$ cat config.mk
export PLATFORM = sky130hd
export DESIGN_NAME = jtcop_gfxarb_flat
export DESIGN_NICKNAME = d
export VERILOG_FILES = /design/src/rtl/jtcop_gfxarb_pkg.sv /design/src/rtl/jtcop_gfxarb_if.sv /design/src/rtl/jtcop_gfxarb_slot.sv /design/src/rtl/jtcop_gfxarb.sv /design/src/flat_wrapper.sv
export SDC_FILE = /design/constraint.sdc
export NUM_CORES = 1
export LEC_CHECK = 0
export ABC_AREA = 1
export CELL_PAD_IN_SITES_DETAIL_PLACEMENT = 1
export CELL_PAD_IN_SITES_GLOBAL_PLACEMENT = 2
export CORE_MARGIN = 3
export CORE_UTILIZATION = 28
export CTS_CLUSTER_SIZE = 14
export DETAILED_ROUTE_END_ITERATION = 6
export PLACE_DENSITY_LB_ADDON = 0.25
export SETUP_SLACK_MARGIN = 0.05
export SKIP_LAST_GASP = 1
export SLEW_MARGIN = 5
export SYNTH_ARGS = -nofsm -noshare
export SYNTH_HDL_FRONTEND = slang
export SYNTH_SLANG_ARGS = --single-unit
$ cat constraint.sdc
create_clock -name clk -period 5.1 [get_ports clk]
set_input_delay 1.02 -clock clk [delete_from_list [all_inputs] [get_ports clk]]
set_output_delay 1.02 -clock clk [all_outputs]
set_load 0.02 [all_outputs]
$ cat src/rtl/jtcop_gfxarb_pkg.sv
// Shared types and constants for the graphics ROM arbiter.
// Client indices match the order of the per-client cache slots.
package jtcop_gfxarb_pkg;

  typedef enum logic [1:0] {IDLE, WAIT, FILL} state_t;

  localparam int NCL = 4;
  localparam int CAW = 18;
  localparam int DW  = 32;

  localparam logic [1:0] CL_BA0 = 2'd0;
  localparam logic [1:0] CL_BA1 = 2'd1;
  localparam logic [1:0] CL_BA2 = 2'd2;
  localparam logic [1:0] CL_OBJ = 2'd3;

  // Object engine first, then BA2, BA0, BA1.
  function automatic logic [1:0] fixed_pick(input logic [NCL-1:0] pend);
    if (pend[CL_OBJ])      return CL_OBJ;
    else if (pend[CL_BA2]) return CL_BA2;
    else if (pend[CL_BA0]) return CL_BA0;
    else                   return CL_BA1;
  endfunction

endpackage

$ cat src/rtl/jtcop_gfxarb_if.sv
// ROM client ports (BA0..BA2, object) plus the shared memory read port.
// slave = arbiter side, master = video/SDRAM side.
interface jtcop_gfxarb_if #(parameter int MEM_AW = 22);
  logic              b0rom_cs;
  logic [17:0]       b0rom_addr;
  logic [31:0]       b0rom_data;
  logic              b0rom_ok;
  logic              b1rom_cs;
  logic [17:0]       b1rom_addr;
  logic [31:0]       b1rom_data;
  logic              b1rom_ok;
  logic              b2rom_cs;
  logic [17:0]       b2rom_addr;
  logic [31:0]       b2rom_data;
  logic              b2rom_ok;
  logic              orom_cs;
  logic [17:0]       orom_addr;
  logic [31:0]       orom_data;
  logic              orom_ok;
  logic              mem_rd;
  logic [MEM_AW-1:0] mem_addr;
  logic [31:0]       mem_data;
  logic              mem_rdy;

  modport slave (
    input  b0rom_cs, b0rom_addr, b1rom_cs, b1rom_addr,
           b2rom_cs, b2rom_addr, orom_cs, orom_addr,
           mem_data, mem_rdy,
    output b0rom_data, b0rom_ok, b1rom_data, b1rom_ok,
           b2rom_data, b2rom_ok, orom_data, orom_ok,
           mem_rd, mem_addr
  );

  modport master (
    output b0rom_cs, b0rom_addr, b1rom_cs, b1rom_addr,
           b2rom_cs, b2rom_addr, orom_cs, orom_addr,
           mem_data, mem_rdy,
    input  b0rom_data, b0rom_ok, b1rom_data, b1rom_ok,
           b2rom_data, b2rom_ok, orom_data, orom_ok,
           mem_rd, mem_addr
  );
endinterface

$ cat src/rtl/jtcop_gfxarb_slot.sv
// Single-word cache for one ROM client: combinational hit/ok, miss request.
// Filled by the arbiter with the address that was actually read, not the live one.
module jtcop_gfxarb_slot
  import jtcop_gfxarb_pkg::*;
(
  input  logic           clk,
  input  logic           rst,
  input  logic           i_cs,
  input  logic [CAW-1:0] i_addr,
  input  logic           i_busy,
  input  logic           i_fill,
  input  logic [CAW-1:0] i_fill_addr,
  input  logic [DW-1:0]  i_fill_data,
  output logic [DW-1:0]  o_data,
  output logic           o_ok,
  output logic           o_pend
);

  logic [CAW-1:0] r_caddr;
  logic [DW-1:0]  r_cdata;
  logic           r_valid;
  logic           w_hit;

  always_ff @(posedge clk) begin
    if (rst) begin
      r_caddr <= '0;
      r_cdata <= '0;
      r_valid <= 1'b0;
    end else if (i_fill) begin
      r_caddr <= i_fill_addr;
      r_cdata <= i_fill_data;
      r_valid <= 1'b1;
    end
  end

  assign w_hit  = i_cs & r_valid & (i_addr == r_caddr);
  assign o_ok   = w_hit;
  assign o_pend = i_cs & ~w_hit & ~i_busy;
  assign o_data = r_cdata;

endmodule

$ cat src/rtl/jtcop_gfxarb.sv
// Graphics ROM arbiter: four cached clients share one 32-bit read port, one read at a time.
// JTCOP_GFXARB_RR_EN selects round-robin grant; otherwise fixed priority obj > BA2 > BA0 > BA1.
module jtcop_gfxarb
  import jtcop_gfxarb_pkg::*;
#(
  parameter int                MEM_AW = 22,
  parameter logic [MEM_AW-1:0] BASE0  = MEM_AW'(22'h00000),
  parameter logic [MEM_AW-1:0] BASE1  = MEM_AW'(22'h40000),
  parameter logic [MEM_AW-1:0] BASE2  = MEM_AW'(22'h80000),
  parameter logic [MEM_AW-1:0] BASE3  = MEM_AW'(22'hC0000)
)(
  input  logic           clk,
  input  logic           rst,
  jtcop_gfxarb_if.slave  gfx
);

  state_t            r_state, w_state_nxt;
  logic [1:0]        r_gnt, w_gnt;
  logic [CAW-1:0]    r_gaddr;
  logic [MEM_AW-1:0] r_mem_addr, w_mem_addr_nxt;
  logic              w_grant;

  logic [NCL-1:0]    w_cs, w_pend, w_ok, w_fill, w_busy;
  logic [CAW-1:0]    w_addr [NCL];
  logic [DW-1:0]     w_data [NCL];

  assign w_cs = {gfx.orom_cs, gfx.b2rom_cs, gfx.b1rom_cs, gfx.b0rom_cs};
  assign w_addr[CL_BA0] = gfx.b0rom_addr;
  assign w_addr[CL_BA1] = gfx.b1rom_addr;
  assign w_addr[CL_BA2] = gfx.b2rom_addr;
  assign w_addr[CL_OBJ] = gfx.orom_addr;

  for (genvar gi = 0; gi < NCL; gi++) begin : g_slot
    assign w_busy[gi] = (r_state != IDLE) && (r_gnt == 2'(gi));
    jtcop_gfxarb_slot u_slot (
      .clk         (clk),
      .rst         (rst),
      .i_cs        (w_cs[gi]),
      .i_addr      (w_addr[gi]),
      .i_busy      (w_busy[gi]),
      .i_fill      (w_fill[gi]),
      .i_fill_addr (r_gaddr),
      .i_fill_data (gfx.mem_data),
      .o_data      (w_data[gi]),
      .o_ok        (w_ok[gi]),
      .o_pend      (w_pend[gi])
    );
  end

  assign gfx.b0rom_data = w_data[CL_BA0];
  assign gfx.b1rom_data = w_data[CL_BA1];
  assign gfx.b2rom_data = w_data[CL_BA2];
  assign gfx.orom_data  = w_data[CL_OBJ];
  assign gfx.b0rom_ok   = w_ok[CL_BA0];
  assign gfx.b1rom_ok   = w_ok[CL_BA1];
  assign gfx.b2rom_ok   = w_ok[CL_BA2];
  assign gfx.orom_ok    = w_ok[CL_OBJ];

  assign w_grant = (r_state == IDLE) && (|w_pend);

`ifdef JTCOP_GFXARB_RR_EN
  logic [1:0] r_ptr, w_idx;
  logic       w_found;

  always_comb begin
    w_gnt   = r_ptr;
    w_idx   = r_ptr;
    w_found = 1'b0;
    for (int k = 1; k <= NCL; k++) begin
      w_idx = r_ptr + 2'(k);
      if (!w_found && w_pend[w_idx]) begin
        w_gnt   = w_idx;
        w_found = 1'b1;
      end
    end
  end

  always_ff @(posedge clk) begin
    if (rst)          r_ptr <= '0;
    else if (w_grant) r_ptr <= w_gnt;
  end
`else
  assign w_gnt = fixed_pick(w_pend);
`endif

  function automatic logic [MEM_AW-1:0] base_of(input logic [1:0] idx);
    case (idx)
      CL_BA0:  return BASE0;
      CL_BA1:  return BASE1;
      CL_BA2:  return BASE2;
      default: return BASE3;
    endcase
  endfunction

  // Region offset added in MEM_AW bits; overflow wraps silently.
  assign w_mem_addr_nxt = base_of(w_gnt) + MEM_AW'(w_addr[w_gnt]);

  always_comb begin
    w_state_nxt = r_state;
    w_fill      = '0;
    case (r_state)
      IDLE: if (w_grant) w_state_nxt = WAIT;
      WAIT: if (gfx.mem_rdy) begin
        w_fill[r_gnt] = 1'b1;
        w_state_nxt   = FILL;
      end
      FILL:    w_state_nxt = IDLE;
      default: w_state_nxt = IDLE;
    endcase
  end

  always_ff @(posedge clk) begin
    if (rst) begin
      r_state    <= IDLE;
      r_gnt      <= '0;
      r_gaddr    <= '0;
      r_mem_addr <= '0;
    end else begin
      r_state <= w_state_nxt;
      if (w_grant) begin
        r_gnt      <= w_gnt;
        r_gaddr    <= w_addr[w_gnt];
        r_mem_addr <= w_mem_addr_nxt;
      end
    end
  end

  assign gfx.mem_rd   = (r_state == WAIT);
  assign gfx.mem_addr = r_mem_addr;

endmodule

$ cat src/flat_wrapper.sv
// flat-port wrapper written by rule: the top's interface ports become plain ports
module jtcop_gfxarb_flat import jtcop_gfxarb_pkg::*;
#(
  parameter int                MEM_AW = 22,
  parameter logic [MEM_AW-1:0] BASE0  = MEM_AW'(22'h00000),
  parameter logic [MEM_AW-1:0] BASE1  = MEM_AW'(22'h40000),
  parameter logic [MEM_AW-1:0] BASE2  = MEM_AW'(22'h80000),
  parameter logic [MEM_AW-1:0] BASE3  = MEM_AW'(22'hC0000)
)
  (clk, rst, gfx_b0rom_cs, gfx_b0rom_addr, gfx_b1rom_cs, gfx_b1rom_addr, gfx_b2rom_cs, gfx_b2rom_addr, gfx_orom_cs, gfx_orom_addr, gfx_mem_data, gfx_mem_rdy, gfx_b0rom_data, gfx_b0rom_ok, gfx_b1rom_data, gfx_b1rom_ok, gfx_b2rom_data, gfx_b2rom_ok, gfx_orom_data, gfx_orom_ok, gfx_mem_rd, gfx_mem_addr);
  jtcop_gfxarb_if #(.MEM_AW(MEM_AW)) gfx_i ();
  input  logic clk;
  input  logic rst;
  input wire logic [$bits(gfx_i.b0rom_cs)-1:0] gfx_b0rom_cs;
  input wire logic [$bits(gfx_i.b0rom_addr)-1:0] gfx_b0rom_addr;
  input wire logic [$bits(gfx_i.b1rom_cs)-1:0] gfx_b1rom_cs;
  input wire logic [$bits(gfx_i.b1rom_addr)-1:0] gfx_b1rom_addr;
  input wire logic [$bits(gfx_i.b2rom_cs)-1:0] gfx_b2rom_cs;
  input wire logic [$bits(gfx_i.b2rom_addr)-1:0] gfx_b2rom_addr;
  input wire logic [$bits(gfx_i.orom_cs)-1:0] gfx_orom_cs;
  input wire logic [$bits(gfx_i.orom_addr)-1:0] gfx_orom_addr;
  input wire logic [$bits(gfx_i.mem_data)-1:0] gfx_mem_data;
  input wire logic [$bits(gfx_i.mem_rdy)-1:0] gfx_mem_rdy;
  output wire logic [$bits(gfx_i.b0rom_data)-1:0] gfx_b0rom_data;
  output wire logic [$bits(gfx_i.b0rom_ok)-1:0] gfx_b0rom_ok;
  output wire logic [$bits(gfx_i.b1rom_data)-1:0] gfx_b1rom_data;
  output wire logic [$bits(gfx_i.b1rom_ok)-1:0] gfx_b1rom_ok;
  output wire logic [$bits(gfx_i.b2rom_data)-1:0] gfx_b2rom_data;
  output wire logic [$bits(gfx_i.b2rom_ok)-1:0] gfx_b2rom_ok;
  output wire logic [$bits(gfx_i.orom_data)-1:0] gfx_orom_data;
  output wire logic [$bits(gfx_i.orom_ok)-1:0] gfx_orom_ok;
  output wire logic [$bits(gfx_i.mem_rd)-1:0] gfx_mem_rd;
  output wire logic [$bits(gfx_i.mem_addr)-1:0] gfx_mem_addr;
  assign gfx_i.b0rom_cs = gfx_b0rom_cs;
  assign gfx_i.b0rom_addr = gfx_b0rom_addr;
  assign gfx_i.b1rom_cs = gfx_b1rom_cs;
  assign gfx_i.b1rom_addr = gfx_b1rom_addr;
  assign gfx_i.b2rom_cs = gfx_b2rom_cs;
  assign gfx_i.b2rom_addr = gfx_b2rom_addr;
  assign gfx_i.orom_cs = gfx_orom_cs;
  assign gfx_i.orom_addr = gfx_orom_addr;
  assign gfx_i.mem_data = gfx_mem_data;
  assign gfx_i.mem_rdy = gfx_mem_rdy;
  assign gfx_b0rom_data = gfx_i.b0rom_data;
  assign gfx_b0rom_ok = gfx_i.b0rom_ok;
  assign gfx_b1rom_data = gfx_i.b1rom_data;
  assign gfx_b1rom_ok = gfx_i.b1rom_ok;
  assign gfx_b2rom_data = gfx_i.b2rom_data;
  assign gfx_b2rom_ok = gfx_i.b2rom_ok;
  assign gfx_orom_data = gfx_i.orom_data;
  assign gfx_orom_ok = gfx_i.orom_ok;
  assign gfx_mem_rd = gfx_i.mem_rd;
  assign gfx_mem_addr = gfx_i.mem_addr;
  jtcop_gfxarb #(.MEM_AW(MEM_AW), .BASE0(BASE0), .BASE1(BASE1), .BASE2(BASE2), .BASE3(BASE3)) u_core (.clk(clk), .rst(rst), .gfx(gfx_i));
endmodule
# Yosys cells after proc, flatten, opt, wreduce, memory -nomap -nowiden
# Cells that the tools add are included.
classes:
  addsub: 1
  order_cmp: 3
  n_eq_ne: 12
  n_mux: 14
  bitwise: 25
  reduce_logical: 12
op_table:
  columns: ["cell", "n"]
  rows:
  - ["18-bit == test", 4]
  - ["20-bit one-hot mux with 3 select lines", 1]
  - ["18-bit binary-select mux with 2-bit select", 1]
  - ["18-bit 2-to-1 mux", 2]
  - ["20-bit by 18-bit adder with 21-bit output", 1]
  - ["1-bit AND", 16]
  - ["2-bit 2-to-1 mux", 4]
  - ["4-bit 2-to-1 mux", 2]
  - ["1-bit NOT", 8]
  - ["2-bit by 1-bit == test with 1-bit output, second input constant", 3]
  - ["2-bit == test, second input constant", 3]
  - ["1-bit logical AND", 6]
  - ["2-bit zero test", 3]
  - ["2-bit one-hot mux with 2 select lines", 1]
  - ["4-bit OR reduction", 1]
  - ["3-bit >= comparator, second input constant", 1]
  - ["2-bit by 3-bit less-than comparator with 1-bit output, second input constant", 1]
  - ["2-bit NOT with 3-bit output", 1]
  - ["1-bit demux with 2-bit select", 1]
  - ["2-bit by 1-bit >= comparator with 1-bit output, second input constant", 1]
  - ["1-bit 2-to-1 mux", 2]
  - ["2-bit by 1-bit inequality test with 1-bit output, second input constant", 1]
  - ["2-bit inequality test, second input constant", 1]
  - ["2-bit AND reduction", 1]
  - ["2-bit nonzero test", 1]
totals:
  regBits: 248
  input_bits: 111
  output_inout_bits: 155
  word_cells: 83

# Logic depth before layout (Yosys ltp)
# Gate-level depths: netlist of the first run.
depth:
  word_depth: 13
  ltp_mapped: 16
  ltp_nobuf: 15

# Modules after synthesis
# From an unflattened synthesis of the first run, not the netlist that was laid out.
unflattened:
  hier_cells: 1665
  area_unflattened_um2: 11100.6
modules_own_cells:
  columns: ["module", "instances", "cells_each", "area_each_um2", "seq_area_each_um2"]
  rows:
  - ["jtcop_gfxarb_slot", 4, 328, 2296.0, 1021.0]
  - ["jtcop_gfxarb", 1, 353, 1916.8, 480.5]

# Worst setup path before layout of the first run
# No wires, ideal clock.
synth_timing:
  kind: "input to output"
  startpoint: "in gfx_b1rom_addr[13]"
  endpoint: "out gfx_b1rom_ok"
  arrival_ns: 2.241
  required_ns: 4.080
  setup_slack_ns: 1.839
  stages: 6
  n_path_buf: 0
  path_cell_list: "inv_1 > nand2_1 > nand2_1 > nor4_1 > nand3_1 > nor4b_1"
synth_via:
  elab_chain_len: 2
synth_rtl:
  columns: ["item", "line", "rtl"]
  rows:
  - ["start: declaration", "flat_wrapper.sv:17", "input wire logic [$bits(gfx_i.b1rom_addr)-1:0] gfx_b1rom_addr;"]
  - ["18-bit == test", "jtcop_gfxarb_slot.sv:36", "assign w_hit = i_cs & r_valid & (i_addr == r_caddr);"]
  - ["1-bit AND", "jtcop_gfxarb_slot.sv:36", null]
  - ["end: declaration", "flat_wrapper.sv:27", "output wire logic [$bits(gfx_i.b1rom_ok)-1:0] gfx_b1rom_ok;"]
# Every way passes these cells.

# Worst setup path in the final report of the first run
layout_timing:
  startpoint: "in gfx_b1rom_addr[2]"
  endpoint: "out gfx_b1rom_ok"
# The elaborated chain is that of the path after synthesis.

==> results of run 1 <==
==> synth_stat cells (all sizes together) <==
cell	number
nand4	15
a31oi	2
a2111o	1
nand3b	11
nor2	140
buf	42
nand2	534
nor3	8
o211ai	1
nor4	5
a21oi	171
xnor2	1
inv	185
o2111ai	3
clkbuf	43
a211oi	72
xor2	9
conb	1
nand3	56
o21ai	12
or2	1
dfxtp	228
nor4b	1
==> worst min-delay path by stage <==
stage,from,end,slack [ns],cells past startpoint
2_1_floorplan,u_core.g_slot[3].u_slot.r_valid$_SDFFE_PP0P_,u_core.g_slot[3].u_slot.r_valid$_SDFFE_PP0P_,0.44,2
3_3_place_gp,u_core.g_slot[1].u_slot.o_data[13]$_SDFFE_PP0P_,u_core.g_slot[1].u_slot.o_data[13]$_SDFFE_PP0P_,0.45,2
3_5_place_dp,u_core.g_slot[2].u_slot.o_data[22]$_SDFFE_PP0P_,u_core.g_slot[2].u_slot.o_data[22]$_SDFFE_PP0P_,0.45,2
4_1_cts,u_core.g_slot[2].u_slot.o_data[22]$_SDFFE_PP0P_,u_core.g_slot[2].u_slot.o_data[22]$_SDFFE_PP0P_,0.46,2
5_1_grt,u_core.g_slot[0].u_slot.o_data[12]$_SDFFE_PP0P_,u_core.g_slot[0].u_slot.o_data[12]$_SDFFE_PP0P_,0.49,2
6_report,u_core.g_slot[3].u_slot.o_data[24]$_SDFFE_PP0P_,u_core.g_slot[3].u_slot.o_data[24]$_SDFFE_PP0P_,0.46,2
==> cell usage in the layout (no fill, tap or decap), drive strengths merged <==
cell and count:
nor2 140, a2111o 1, xnor2 1, nand4 15, or2 1, o2111ai 3, clkinv 8, o211ai 1
nor3 8, buf 19, nand3 56, inv 184, nor4 5, dfxtp 228, clkbuf 38, a21oi 171
nand2 534, clkdlybuf4s50 262, clkinvlp 2, xor2 9, nor4b 1, a31oi 2, bufinv 3, nand3b 11
a211oi 72, conb 2, o21ai 12
==> per-layer routing <==
metal / global-route usage (%) / routed length, um / vias up
met2: 37.3 / 20700 / 227
met1: 26.0 / 18400 / 4990
met3: 6.18 / 2940 / 44
li1: - / - / 5318
met4: 3.62 / 705 / 2
met5: 0 / 13 / -
==> final cells by class <==
class	count	area share, %
multi-input combinational	1045	33.3
clock buffer	38	5.43
inverter	185	4.84
sequential	228	31.8
tap	468	4.08
timing repair buffer	281	19.3
clock inverter	12	1.18
==> logic make-up after synthesis <==
family                 after synthesis
AND/OR/NAND/NOR                    771
buffers and inverters              270
AO/OA/AOI/OAI                      262
flip-flops                         228
XOR/XNOR                            10
other                                1
==> critical path: cells and delay by family <==
family / cells / cell delay [ns]
buffers and inverters: 3 / 1.24
AND/OR/NAND/NOR: 5 / 1.15
==> where the power goes <==
part	internal (uW)	switching [uW]	total (uW)
Clock	1220	841	2060
Sequential	1860	63.4	1920
Combinational	281	469	750
==> stage by stage <==
step	std cells	util [%]	setup slack [ns]	power (uW)
5_1_grt	2257	39.2	0.553	4950
2_1_floorplan	1543	-	1.84	2340
4_1_cts	2257	39.2	0.641	4800
3_3_place_gp	2207	36.6	0.625	2710
6_report	2257	39.2	0.675	4730
3_5_place_dp	2207	36.6	0.626	2720
==> sequential cells by signal, indices dropped and copies added (netlist names) <==
name and cells:
u_core.r_state 2, u_core.gfx.mem_addr 3, u_core.r_gaddr 17, u_core.g_slot.u_slot.r_valid 4, u_core.r_gnt 2, u_core.g_slot.u_slot.r_caddr 72, u_core.g_slot.u_slot.o_data 128
==> summary.txt, run 1 <==
Finish
  – Multi-input logic area: 4780 um2
  – Number of fill cells: 4,575
  – Syn-to-layout area delta: 37.6%
  – Register area: 4560 um2
  – N_diodes: 0
  – Final-stage net count: 1,880
  – Layout Cell Area excl Fill: 14,300 um2
  – Layout cells sized above 1: 4.70%

Clocking
  – Root buf cell: clkbuf_16
  – Post-CTS Resized: 0
  – CTS HTree Levels: 1
  – TritonCTS buffer count: 28
  – Clock sink count: 228
  – CTS tree: yes
  – Skew-Pair Late Insertion Delay: 0.56 ns
  – CTS Hold Bufs: 0
  – Postcts setup bufs: 0
  – Clock buffer depth: 3
  – Clock slew at reported path FFs: 0.06 ns

Setup path
  – Crit path max-delay cell type: clkdlybuf4s50_1
  – CP Class: input pin to output port
  – Critical path's largest stage delay: 0.71 ns
  – Critical path fanouts, max: 2
  – Reg2reg start: u_core.g_slot[3].u_slot.r_caddr[4]$_SDFFE_PP0P_
  – Startpoint types: input pin
  – Setup crit end: gfx_b1rom_ok
  – Worst r2r dst: u_core.r_gaddr[10]$_SDFFE_PP0P_
  – CP required: 4.08 ns
  – CP Cell Sequence: clkdlybuf4s50_1 > inv_1 > nand2_1 > nand2_1 > nor4_1 > nand3_1 > nor4b_1 > clkdlybuf4s50_1
  – FF-to-FF setup slack: 2.34 ns
  – R2R cell count: 12
  – Critical Path Source: gfx_b1rom_addr[2]
  – Crit path DAT: 3.40 ns
  – Crit end category: output port

Worst hold path
  – Worst min-delay path category: flop to flop

Yosys
  – Adder-cell share of the synthesized area: 0%
  – Post-Synth XOR/XNOR Area: 0.840%
  – Avg Inst Size Synth: 6.76 um2
  – Top post-synthesis cells by area: dfxtp_1 44%, nand2_1 19%, a21oi_1 8.0%
  – Area share of and/or/nand/nor cells after synthesis: 29.9%
  – Multiplexer area fraction after synthesis: 0%
  – Post-synth top area share: 43.8%
  – Main combinational cell family by area after synthesis: simple AND/OR/NAND/NOR gates
  – Yosys cell types: 36
  – Post-synth top area cell: dfxtp_1
  – Seq/Total Area, Yosys: 43.8%
  – Complex-gate fraction of the synthesized area: 14.8%
  – Register bit total from synthesis: 228
  – Cell Area, Synth: 10,400 um2
  – YS warnings: 0
  – Synth Instances: 1,542

Timing
  – Slew HR: 26.6%
  – Final-report setup violation count: 0
  – FMAX: 226 MHz
  – Tightest Pin Transition: 1.10 ns
  – RSZ-0062 raised after global routing: no
  – Hold slack: 0.461 ns
  – Number of failing hold endpoints at the final stage: 0
  – Sum Neg Setup Slack: 0 ns
  – Part of the cycle the worst path needs: 86.8%
  – Slew Limit Fails: 0
  – Final Skew: 0.00952 ns
  – Crit path time final: 4.42 ns

Power
  – P per Cell Area: 330 nW/um2
  – Leakage: 0.00568 uW
  – Peak supply drop: 0.000261 V

Routing
  – Starting DRT DRC Count: 448
  – Vias: 10,581
  – DRT antenna net count: 0
  – Final wirelength: 42,800 um
  – Wirelength per Cell: 19.0 um
  – Vias per cell: 4.69
  – DRC: 0
  – Initial DRT Pass Iterations: 4

Flow run
  – Max-cap viol count: 0

Placed design
  – Gpl congestion: 0.863
  – PortBufs: 263
  – Post-DP Area: 13,400 um2
  – DP HPWL: 30,700 um

Status
  – Outcome: finished, final reports clean

Global routing
  – Congestion Overflow GR: 0
  – Largest net degree at the start of global routing: 132
  – Initial antenna violation count: 1
  – Overall routing resource usage: 21.2%
  – Vias in the first global route: 11,105
  – First-pass GRT wire length: 65,300 um

Floorplan
  – Core Area: 36,600 um2
  – Chip height: 199 um
  – Core Rows: 70
  – Overall die area: 39,600 um2
  – # IOs: 266
  – Starting Density: 28.5%
  – Die X: 199 um
Note: power is estimated with default switching activity, not from simulation.
==> inputs of run 2 (changes only) <==
CORE_UTILIZATION = 29   (was 28)
CTS_BUF_LIST = sky130_fd_sc_hd__clkbuf_8   (was not set)
CTS_CLUSTER_SIZE = 8   (was 14)
==> summary.txt, run 2 (synthesized netlist as in run 1, its figures left out) <==
Status
  – Outcome: finished, final reports clean (unchanged)

Timing
  – RSZ-0062 raised after global routing: no (unchanged)
  – Final Skew: 0.0315 ns (was 0.00952 ns)
  – Slew Limit Fails: 0 (unchanged)
  – Number of failing hold endpoints at the final stage: 0 (unchanged)
  – Tightest Pin Transition: 1.19 ns (was 1.10 ns)
  – Crit path time final: 4.31 ns (was 4.42 ns)
  – FMAX: 232 MHz (was 226 MHz)
  – Final-report setup violation count: 0 (unchanged)
  – Sum Neg Setup Slack: 0 ns (unchanged)
  – Part of the cycle the worst path needs: 84.4% (was 86.8%)
  – Slew HR: 20.5% (was 26.6%)

Global routing
  – Overall routing resource usage: 21.5% (was 21.2%)
  – Initial antenna violation count: 2 (was 1)
  – Largest net degree at the start of global routing: 100 (was 132)
  – First-pass GRT wire length: 65,200 um (was 65,300 um)
  – Vias in the first global route: 11,325 (was 11,105)
  – Congestion Overflow GR: 0 (unchanged)

Finish
  – Layout cells sized above 1: 5.79% (was 4.70%)
  – Final-stage net count: 1,899 (was 1,880)
  – Number of fill cells: 4,387 (was 4,575)
  – Syn-to-layout area delta: 36.7% (was 37.6%)
  – Final Core Density: 40.8% (was 39.2%)
  – Max reg flops: 128 (unchanged)
  – Non-Filler Instances: 2,268 (was 2,257)
  – Register area: 4560 um2 (unchanged)
  – Multi-input logic area: 4780 um2 (unchanged)
  – Most common cell after layout, fill and taps aside: nand2_1 (unchanged)
  – Most frequent cells in the layout: 526 x nand2_1, 262 x clkdlybuf4s50_1, 228 x dfxtp_1, 192 x inv_1, 167 x a21oi_1 (was 526 x nand2_1, 262 x clkdlybuf4s50_1, 228 x dfxtp_1, 183 x inv_1, 167 x a21oi_1)

Clocking
  – Skew-Pair Late Insertion Delay: 0.57 ns (was 0.56 ns)
  – Postcts setup bufs: 0 (unchanged)
  – Clock sink count: 228 (unchanged)
  – TritonCTS buffer count: 44 (was 28)
  – Clock slew at reported path FFs: 0.05 ns (was 0.06 ns)
  – Post-CTS Resized: 0 (unchanged)
  – CTS tree: yes (unchanged)
  – CTS HTree Levels: 2 (was 1)
  – Clock buffer depth: 3 (unchanged)
  – CTS Hold Bufs: 0 (unchanged)
  – Root buf cell: clkbuf_8 (was clkbuf_16)

Routing
  – DRC: 0 (unchanged)
  – DRT antenna net count: 0 (unchanged)
  – Starting DRT DRC Count: 393 (was 448)
  – Vias per cell: 4.75 (was 4.69)
  – Final wirelength: 42,200 um (was 42,800 um)
  – Wirelength per Cell: 18.6 um (was 19.0 um)
  – Vias: 10,777 (was 10,581)
  – Initial DRT Pass Iterations: 4 (unchanged)

Power
  – Leakage: 0.00572 uW (was 0.00568 uW)
  – Peak supply drop: 0.000208 V (was 0.000261 V)
  – P per Cell Area: 313 nW/um2 (was 330 nW/um2)

Floorplan
  – Core Rows: 68 (was 70)
  – Core Area: 35,000 um2 (was 36,600 um2)
  – Chip height: 196 um (was 199 um)
  – Overall die area: 38,200 um2 (was 39,600 um2)
  – # IOs: 266 (unchanged)
  – Starting Density: 29.8% (was 28.5%)
  – Die X: 196 um (was 199 um)

Setup path
  – Critical path fanouts, max: 2 (unchanged)
  – Crit end category: output port (unchanged)
  – Startpoint types: input pin (unchanged)
  – CP required: 4.08 ns (about the same)
  – Crit path DAT: 3.29 ns (was 3.40 ns)
  – CP Class: input pin to output port (unchanged)

Placed design
  – Placed cells: 2,197 (was 2,207)
  – Gpl congestion: 0.880 (was 0.863)
  – DP HPWL: 30,800 um (was 30,700 um)
  – PortBufs: 263 (unchanged)

Worst hold path
  – Worst min-delay path category: flop to flop (unchanged)

Flow run
  – Max-cap viol count: 0 (unchanged)
==> run 2: cell count changes in the layout (fill, tap and decap cells not counted), moves of 2 or more <==
cell	change
buf_4	+3
inv_1	+9
clkbuf_8	+49
bufinv_16	-2
clkbuf_16	-28
clkinvlp_4	-2
clkbuf_1	-6
==> run 2: worst paths after layout <==
| check | startpoint | end | slack (ns) | cells after the start |
|---|---|---|---|---|
| min | u_core.g_slot[3].u_slot.o_data[21]$_SDFFE_PP0P_ | u_core.g_slot[3].u_slot.o_data[21]$_SDFFE_PP0P_ | 0.46 | 2 |
| max | gfx_b1rom_addr[2] | gfx_b1rom_ok | 0.79 | 8 |
| max reg2reg | u_core.g_slot[3].u_slot.r_caddr[4]$_SDFFE_PP0P_ | u_core.r_gaddr[13]$_SDFFE_PP0P_ | 2.37 | 10 |
| min reg2reg | u_core.g_slot[3].u_slot.o_data[21]$_SDFFE_PP0P_ | u_core.g_slot[3].u_slot.o_data[21]$_SDFFE_PP0P_ | 0.46 | 2 |
==> run 2: metal layers <==
layer  global-route usage, %  wire, um  vias to the layer above  part of all wire, %
met4                    6.79      1330                        2                  3.1
met5                       0        13                        -                0.031
li1                        -         -                     5384                    -
met2                    36.7     20000                      256                   47
met3                    7.57      3170                       76                  7.5
met1                    25.3     17700                     5059                   42
==> run 2: layout make-up <==
type / instances / area share, %
Antenna cell: 1 / 0.0176
Clock inverter: 17 / 0.825
Multi-Input combinational cell: 1045 / 33.6
Inverter: 185 / 4.87
Clock buffer: 53 / 5.12
Sequential cell: 228 / 32.0
Tap cell: 455 / 3.99
Timing Repair Buffer: 284 / 19.6
==> run 2: where the power goes <==
| group | switching (uW) | internal [uW] |
|---|---|---|
| combinational | 466 | 282 |
| sequential | 60.6 | 1860 |
| clock | 806 | 987 |
| total | 1330 | 3130 |
==> run 2: stage by stage <==
step / setup WS [ns] / area, um2 / hold slack [ns] / power [uW]
6_report: 0.794 / 14300 / 0.460 / 4460
5_1_grt: 0.608 / 14300 / 0.479 / 4710
3_3_place_gp: 0.715 / 13400 / 0.447 / 2700
4_1_cts: 0.778 / 14200 / 0.461 / 4550
2_1_floorplan: 1.84 / 10400 / 0.441 / 2340
3_5_place_dp: 0.779 / 13400 / 0.453 / 2710
==> run 2: critical path, stage by stage <==
cell and delay, ns:
clkdlybuf4s50_1 0.48, inv_1 0.06, nand2_1 0.05, nand2_1 0.07, nor4_1 0.40, nand3_1 0.13
nor4b_1 0.38, clkdlybuf4s50_1 0.70
